File: src/rtl/hazard_scoreboard.sv
// hazard_scoreboard: in-order pipeline hazard control with a latency-tracked destination scoreboard.
module hazard_scoreboard #(
  parameter int REG_AW  = 5,
  parameter int NUM_SRC = 2,
  parameter int DEPTH   = 4,
  parameter int LAT_W   = 3,
  parameter int CNT_W   = 16
) (
  input  logic                      clk_i,
  input  logic                      rst_i,
  input  logic                      id_valid_i,
  input  logic [NUM_SRC*REG_AW-1:0] id_src_i,
  input  logic [NUM_SRC-1:0]        id_src_used_i,
  input  logic                      id_wr_i,
  input  logic [REG_AW-1:0]         id_dest_i,
  input  logic [LAT_W-1:0]          id_lat_i,
  input  logic                      ex_branch_taken_i,
  input  logic                      mem_busy_i,
  output logic                      pc_en_o,
  output logic                      ifid_en_o,
  output logic                      ifid_flush_o,
  output logic                      idex_flush_o,
  output logic                      sb_full_o,
  output logic [CNT_W-1:0]          stall_count_o
);
  localparam logic [DEPTH-1:0] D1 = 1;
  localparam logic [LAT_W-1:0] L1 = 1;
  localparam logic [CNT_W-1:0] C1 = 1;
  logic [DEPTH-1:0] valid_q, valid_d, match, free;
  logic [REG_AW-1:0] dest_q [DEPTH];
  logic [REG_AW-1:0] dest_d [DEPTH];
  logic [LAT_W-1:0] cnt_q [DEPTH];
  logic [LAT_W-1:0] cnt_d [DEPTH];
  logic [LAT_W-1:0] dec [DEPTH];
  logic [CNT_W-1:0] stall_q, stall_d;
  logic hit, full, need_alloc, full_stall, dstall, stall_cyc, alloc;
  always_comb begin
    hit = 1'b0;
    for (int j = 0; j < DEPTH; j++) begin
      match[j] = valid_q[j] && dest_q[j] == id_dest_i;
      for (int i = 0; i < NUM_SRC; i++)
        hit = hit | (id_src_used_i[i] && id_src_i[i*REG_AW +: REG_AW] != '0 &&
                     valid_q[j] && id_src_i[i*REG_AW +: REG_AW] == dest_q[j]);
    end
  end
  // lowest clear bit of valid_q: entries freed this edge are not visible yet
  assign free       = ~valid_q & (valid_q + D1);
  assign full       = &valid_q;
  assign need_alloc = id_valid_i & id_wr_i & (id_dest_i != '0) & (id_lat_i != '0);
  assign full_stall = need_alloc & full & ~|match;
  assign dstall     = id_valid_i & (hit | full_stall);
  assign stall_cyc  = ~mem_busy_i & ~ex_branch_taken_i & dstall;
  assign alloc      = ~mem_busy_i & ~ex_branch_taken_i & ~dstall & need_alloc;
  always_comb begin
    for (int j = 0; j < DEPTH; j++) begin
      dec[j]     = cnt_q[j] - L1;
      valid_d[j] = mem_busy_i ? valid_q[j] : valid_q[j] && cnt_q[j] != L1;
      cnt_d[j]   = mem_busy_i || !valid_q[j] ? cnt_q[j] : dec[j];
      dest_d[j]  = dest_q[j];
      if (alloc && (match[j] || (~|match && free[j]))) begin
        valid_d[j] = 1'b1;
        dest_d[j]  = id_dest_i;
        cnt_d[j]   = match[j] && dec[j] > id_lat_i ? dec[j] : id_lat_i;
      end
    end
  end
  assign stall_d = stall_cyc && stall_q != '1 ? stall_q + C1 : stall_q;
  always_ff @(posedge clk_i) begin
    if (rst_i) begin
      valid_q <= '0;
      stall_q <= '0;
    end else begin
      valid_q <= valid_d;
      stall_q <= stall_d;
    end
    dest_q <= dest_d;
    cnt_q  <= cnt_d;
  end
  assign pc_en_o       = ~rst_i & ~mem_busy_i & (ex_branch_taken_i | ~dstall);
  assign ifid_en_o     = pc_en_o;
  assign ifid_flush_o  = rst_i | (~mem_busy_i & ex_branch_taken_i);
  assign idex_flush_o  = rst_i | (~mem_busy_i & (ex_branch_taken_i | dstall));
  assign sb_full_o     = ~rst_i & full;
  assign stall_count_o = stall_q;
endmodule
File: config.mk
export PLATFORM = sky130hd
export DESIGN_NAME = hazard_scoreboard
export DESIGN_NICKNAME = d
export VERILOG_FILES = /design/src/rtl/hazard_scoreboard.sv
export SDC_FILE = /design/constraint.sdc
export NUM_CORES = 1
export LEC_CHECK = 0
export CORE_ASPECT_RATIO = 1.1
export CORE_UTILIZATION = 30
export CTS_BUF_LIST = sky130_fd_sc_hd__clkbuf_2
export DETAILED_ROUTE_END_ITERATION = 10
export HOLD_SLACK_MARGIN = 0.06
export SLEW_MARGIN = 40
export SYNTH_ARGS = -nofsm -noshare
export SYNTH_HDL_FRONTEND = slang
export SYNTH_SLANG_ARGS = --single-unit
File: constraint.sdc
create_clock -name clk_i -period 2.55 [get_ports clk_i]
set_input_delay 0.255 -clock clk_i [delete_from_list [all_inputs] [get_ports clk_i]]
set_output_delay 0.255 -clock clk_i [all_outputs]
set_load 0.02 [all_outputs]
Word level (Yosys, flattened, before mapping)

Cells that the tools add are included.

Bits in registers: 52
Input port bits: 26
Output and inout port bits: 21
Word-level logic and storage cells: 159

$add $sub $neg: 6
$lt $le $gt $ge: 4
Eq/ne operators: 25
Multiplexer cells: 20
Bitwise operators: 33
Reductions and logical operators: 58

Operators with widths:

| operator              | number |
|---|---|
| $eq 5x5->1            | 12 |
| $logic_and 1x1->1     | 39 |
| $mux 3                | 12 |
| $add 16x1->16 const B | 1 |
| $ne 16x16->1 const B  | 1 |
| $ne 2x1->1 const B    | 8 |
| $and 1x1->1           | 15 |
| $reduce_bool 5->1     | 3 |
| $gt 3x3->1            | 4 |
| $ne 3x1->1 const B    | 4 |
| $or 1x1->1            | 12 |
| $sub 3x1->3 const B   | 4 |
| $logic_or 1x1->1      | 8 |
| $mux 1                | 8 |
| $logic_not 1->1       | 5 |
| $add 4x1->4 const B   | 1 |
| $and 4x4->4           | 1 |
| $not 1->1             | 4 |
| $not 4->4             | 1 |
| $reduce_and 4->1      | 1 |
| $reduce_or 4->1       | 1 |
| $reduce_bool 3->1     | 1 |

Depth between registers and ports, before layout

Gate-level depths: netlist of the first run.

Word-level depth: 18
Mapped depth: 13
Mapped depth without buffers: 10

Worst setup path before layout of the first run

OpenSTA, ideal clock, no wires.

Path type: register to output
From: reg dest_q[17] (netlist bit)
To: out pc_en_o
Data arrival time: 2.643 ns
Required time: 2.295 ns
Slack: -0.348 ns
Stages on the path, launching flop included: 13
Path buffers: 4
Cells stage by stage: edfxtp_1 > xnor2_1 > nand4_1 > nor3_1 > or4_1 > buf_2 > nor3_2 > a21oi_2 > buf_6 > clkbuf_1 > nor2_1 > nor3_1 > buf_4

Longest elaborated chain between the ends: 14
Elaborated cells on any way between the ends: 21
Classes of those cells: eq/ne: 3; bitwise: 13; reduce/logical: 5

RTL lines:

| element                  | RTL line | source |
|---|---|---|
| start: declaration       | 30       | `logic [REG_AW-1:0] dest_q [DEPTH];` |
| start signal: assignment | 76       | `dest_q <= dest_d;` |
| $eq 5x5->1               | 43       | `valid_q[j] && id_src_i[i*REG_AW +: REG_AW] == dest_q[j]);` |
| $logic_and 1x1->1        | 43       |  |
| $or 1x1->1 (7 in a row)  | 42       | `hit = hit \| (id_src_used_i[i] && id_src_i[i*REG_AW +: REG_AW] != '0 &&` |
| $or 1x1->1 *             | 51       | `assign dstall = id_valid_i & (hit \| full_stall);` |
| $and 1x1->1 *            | 51       |  |
| $not 1->1 *              | 79       | `assign pc_en_o = ~rst_i & ~mem_busy_i & (ex_branch_taken_i \| ~dstall);` |
| $or 1x1->1 *             | 79       |  |
| $and 1x1->1 *            | 79       |  |
| end: declaration         | 19       | `output logic pc_en_o,` |

Mark *: on every way between the ends. The rest lies on a longest branch, timed or not.

Worst setup path in the final report of the first run

From: reg dest_q[13] (netlist bit)
To: out idex_flush_o

Longest elaborated chain between the ends: 13
Elaborated cells on any way between the ends: 20
Classes of those cells: eq/ne: 3; bitwise: 12; reduce/logical: 5

RTL lines:

| element                 | RTL line | source |
|---|---|---|
| $eq 5x5->1              | 43       |  |
| $logic_and 1x1->1       | 43       |  |
| $or 1x1->1 (6 in a row) | 42       |  |
| $or 1x1->1 *            | 51       |  |
| $and 1x1->1 *           | 51       |  |
| $or 1x1->1 *            | 82       | `assign idex_flush_o = rst_i \| (~mem_busy_i & (ex_branch_taken_i \| dstall));` |
| $and 1x1->1 *           | 82       |  |
| $or 1x1->1 *            | 82       |  |
| end: declaration        | 22       | `output logic idex_flush_o,` |

Marks and branches as above.

==> flow_metrics.tcl, run 1 <==
set metrics [dict create \
    status "complete, but fails checks" \
    violations "negative setup slack" \
    rsz0062_at_grt "true" \
    power_density_nw_per_um2 298 \
    first_iter_violations 93 \
    holdWs_ns 0.516 \
    floorplan.die_area_um2 12400 \
    cp-start-kind "flip-flop" \
    syn_area_um2 3590 \
    ys_ff_latch 52 \
    syn_to_final_growth_pct 39.7 \
    hold_end "stall_count_o[11]" \
    setup_ws_ns -0.178 \
    ys.warnings.count 0 \
    fin_crit_sh_pct 107 \
    num_rows 41 \
    antenna_found_initial 1 \
    grt_pass1_vias 3115 \
    yosysTopAreaCell "edfxtp_1" \
    htree_levels 2 \
    yosysSeqAreaShare_pct 37.9 \
    grt_pass1_wl_um 15300 \
    wl_per_cell_um 15.3 \
    crit_fanout 4 \
    p_leak_uw 0.00184 \
    slew_viol_final 0 \
    crit_type "flip-flop to output port" \
    overflow 0 \
    cts-root-buf "clkbuf_2" \
    synth_top_area_share_pct 26.8 \
    io-pin-count 47 \
    timing.slew.headroom_pct 70.8 \
    wl_um 9560 \
    nets 518 \
    cts_buffers 5 \
    min_path_type "flip-flop to flip-flop" \
    cts_buffer_depth 2 \
    layout_common_cells "buf_4 (60), clkdlybuf4s50_1 (43), xor2_1 (37)" \
    drt_pass1_iterations 4 \
    die_width_um 106 \
    setup_violations 45 \
    final_layout_size_suffix_gt1_share_pct 29.0 \
    slowest_delay_ns 0.52 \
    ir_drop_v 0.000227 \
    worst_path_max_delay_cell "or4_4" \
    place.gp.congestion 0.821 \
    start_util_pct 31.1 \
    ant_nets 0 \
    avgViaCountPerCell 4.99 \
    r2r_end "stall_count_o[15]" \
    portBuffers 46 \
    ff_latch_area_um2 1360 \
    cts.sinks 52 \
    hold_path.startpoint "stall_count_o[11]" \
    cp_common_cell "buf_4" \
    vias 3110 \
    multi_input_area_um2 2240 \
    max_freq_mhz 367 \
    worstPathArrival_ns 2.47 \
    synthesis.nets 421 \
    grt_usage_pct 15.8 \
    hold_viol 0 \
    fin_skew_ns 0.0239 \
    dieHeight_um 117 \
    synth.distinct_cells 44 \
    tightest_slew_ns 0.434 \
    period_minus_slack_ns 2.73 \
    clk_pin_slew_ns 0.27 \
    fill_cells 1124 \
    cts_tree "done" \
    drc_errors 0 \
    clk_latency_ns 0.46 \
    totalPowerFinal_uw 1500 \
    whs_path_depth 2 \
    r2r_setup_slack_ns -0.16 \
    grt_max_degree 21 \
    path_cells "buf_4 > xnor2_1 > nand4_1 > nor3_2 > or4_4 > nor3_4 > a21oi_4 > o21bai_1 > buf_4" \
    synth_area_leaders "edfxtp_1 (27%), dfxtp_1 (11%), xor2_1 (9.8%), ha_1 (7.3%), xnor2_1 (5.9%)" \
    syn_inst 374 \
    core_area_um2 11500 \
    rr_startpoint "dest_q[13]" \
    reg2reg_depth 11 \
    layout_commonest_cell "buf_4" \
    avgSynthCellArea_um2 9.60 \
    maxCapViolCount 0 \
    worst_ep_required_time_ns 2.30 \
    crit_path_end_kind "output port" \
    dp_hpwl_um 7360 \
]
flip-flops by register name, summed over array words and instances, names as in the netlist:
| name | cells |
|---|---|
| dest_q | 20 |
| stall_count_o | 16 |
| cnt_q | 12 |
| valid_q | 4 |
critical path, delay by kind of cell, from the launching register on:
family	cells	cell delay (ns)
flops	1	0.48
compound gates	2	0.23
simple gates	4	0.89
xor+xnor	1	0.11
buf+inv	2	0.31
metrics by stage:
| step | util, % | area (µm²) | TNS, ns | std cells | setup slack, ns |
|---|---|---|---|---|---|
| final | 43.5 | 5020 | -3.61 | 623 | -0.178 |
| after global routing | 43.5 | 5020 | -11.16 | 623 | -0.316 |
| after CTS | 42.1 | 4860 | -3.12 | 618 | -0.215 |
| after detailed placement | 39.9 | 4610 | -38.66 | 603 | -0.696 |
| after global placement | 39.9 | 4610 | -37.88 | 603 | -0.682 |
| after floorplan | - | 3640 | -0.00383 | 374 | -0.00383 |
worst max-delay path by stage:
stage,start,to,depth (start not counted)
global route,dest_q[13],idex_flush_o,9
detailed placement,id_dest_i[2],cnt_q[5],10
floorplan,dest_q[13],pc_en_o,12
finish,dest_q[13],idex_flush_o,9
global placement,id_dest_i[2],cnt_q[9],9
CTS,dest_q[19],ifid_en_o,9
layout make-up:
cell class	count	area share, %
well taps	150	3.74
inverters	27	2.12
diodes	1	0.0499
repair buffers	117	21.5
flip-flops and latches	52	27.1
clock inverters	2	0.299
clock buffers	6	0.599
multi-input cells	268	44.6
what timing repair did:
item | 4_1_cts | 5_1_grt
endpoints found under the setup margin | 60 | 66
hold endpoints to repair | 0 | 0
hold buffers | 0 | 0
setup buffers | 6 | 4
pin swaps | 24 | 19
cloned | 1 | 0
gates resized for setup | 50 | 30
synthesized netlist by cell type, drive strengths merged:
library cell and count:
xor2 40, edfxtp 32, inv 27, xnor2 24, a21oi 21, ha 21, dfxtp 20, nand3 19
clkbuf 17, or4 16, nand2 13, nor2 13, nor3 13, o31ai 13, o21ai 11, buf 10
mux2i 9, nor4 9, nand4 7, mux2 5, nor2b 5, o21bai 5, and4 4, o21a 4
nand2b 3, and3 2, o21ba 2, or2 2, a21o 1, and2 1, nor4b 1, o22ai 1
o311a 1, o41ai 1, or3b 1
power breakdown:
part	total [µW]	switching (µW)	leakage, µW	internal, µW
combinational	254	127	0.00136	126
sequential	897	2.83	0.000449	894
clock	347	272	0.0000335	75.1
total	1500	402	0.00184	1100
per-layer routing:
layer,routed length [µm],vias up,track usage [%],share of wire (%)
li1,-,1530,-,-
met1,4100,1503,18.5,43
met2,4930,53,28.6,52
met3,228,24,2.40,2.4
met4,298,0,7.41,3.1
met5,0,-,0,0
cells by family after synthesis:
group / count (synthesis) / share of synthesized area [%]
simple gates: 109 / 18.0
flops: 52 / 37.9
xor+xnor: 64 / 15.6
compound gates: 60 / 10.6
fa+ha+maj: 21 / 7.31
buf+inv: 54 / 6.48
mux: 14 / 4.08
(Power assumes the default switching activity.)
==> inputs of run 2 (changes only) <==
--- a/config.mk
+++ b/config.mk
@@ -10,6 +10,7 @@
 export CTS_BUF_LIST = sky130_fd_sc_hd__clkbuf_2
 export DETAILED_ROUTE_END_ITERATION = 10
 export HOLD_SLACK_MARGIN = 0.06
+export PLACE_DENSITY = 0.6
 export SLEW_MARGIN = 40
 export SYNTH_ARGS = -nofsm -noshare
 export SYNTH_HDL_FRONTEND = slang
==> results of run 2 <==
The final DEF is identical to that of run 1; final timing and power are the same.
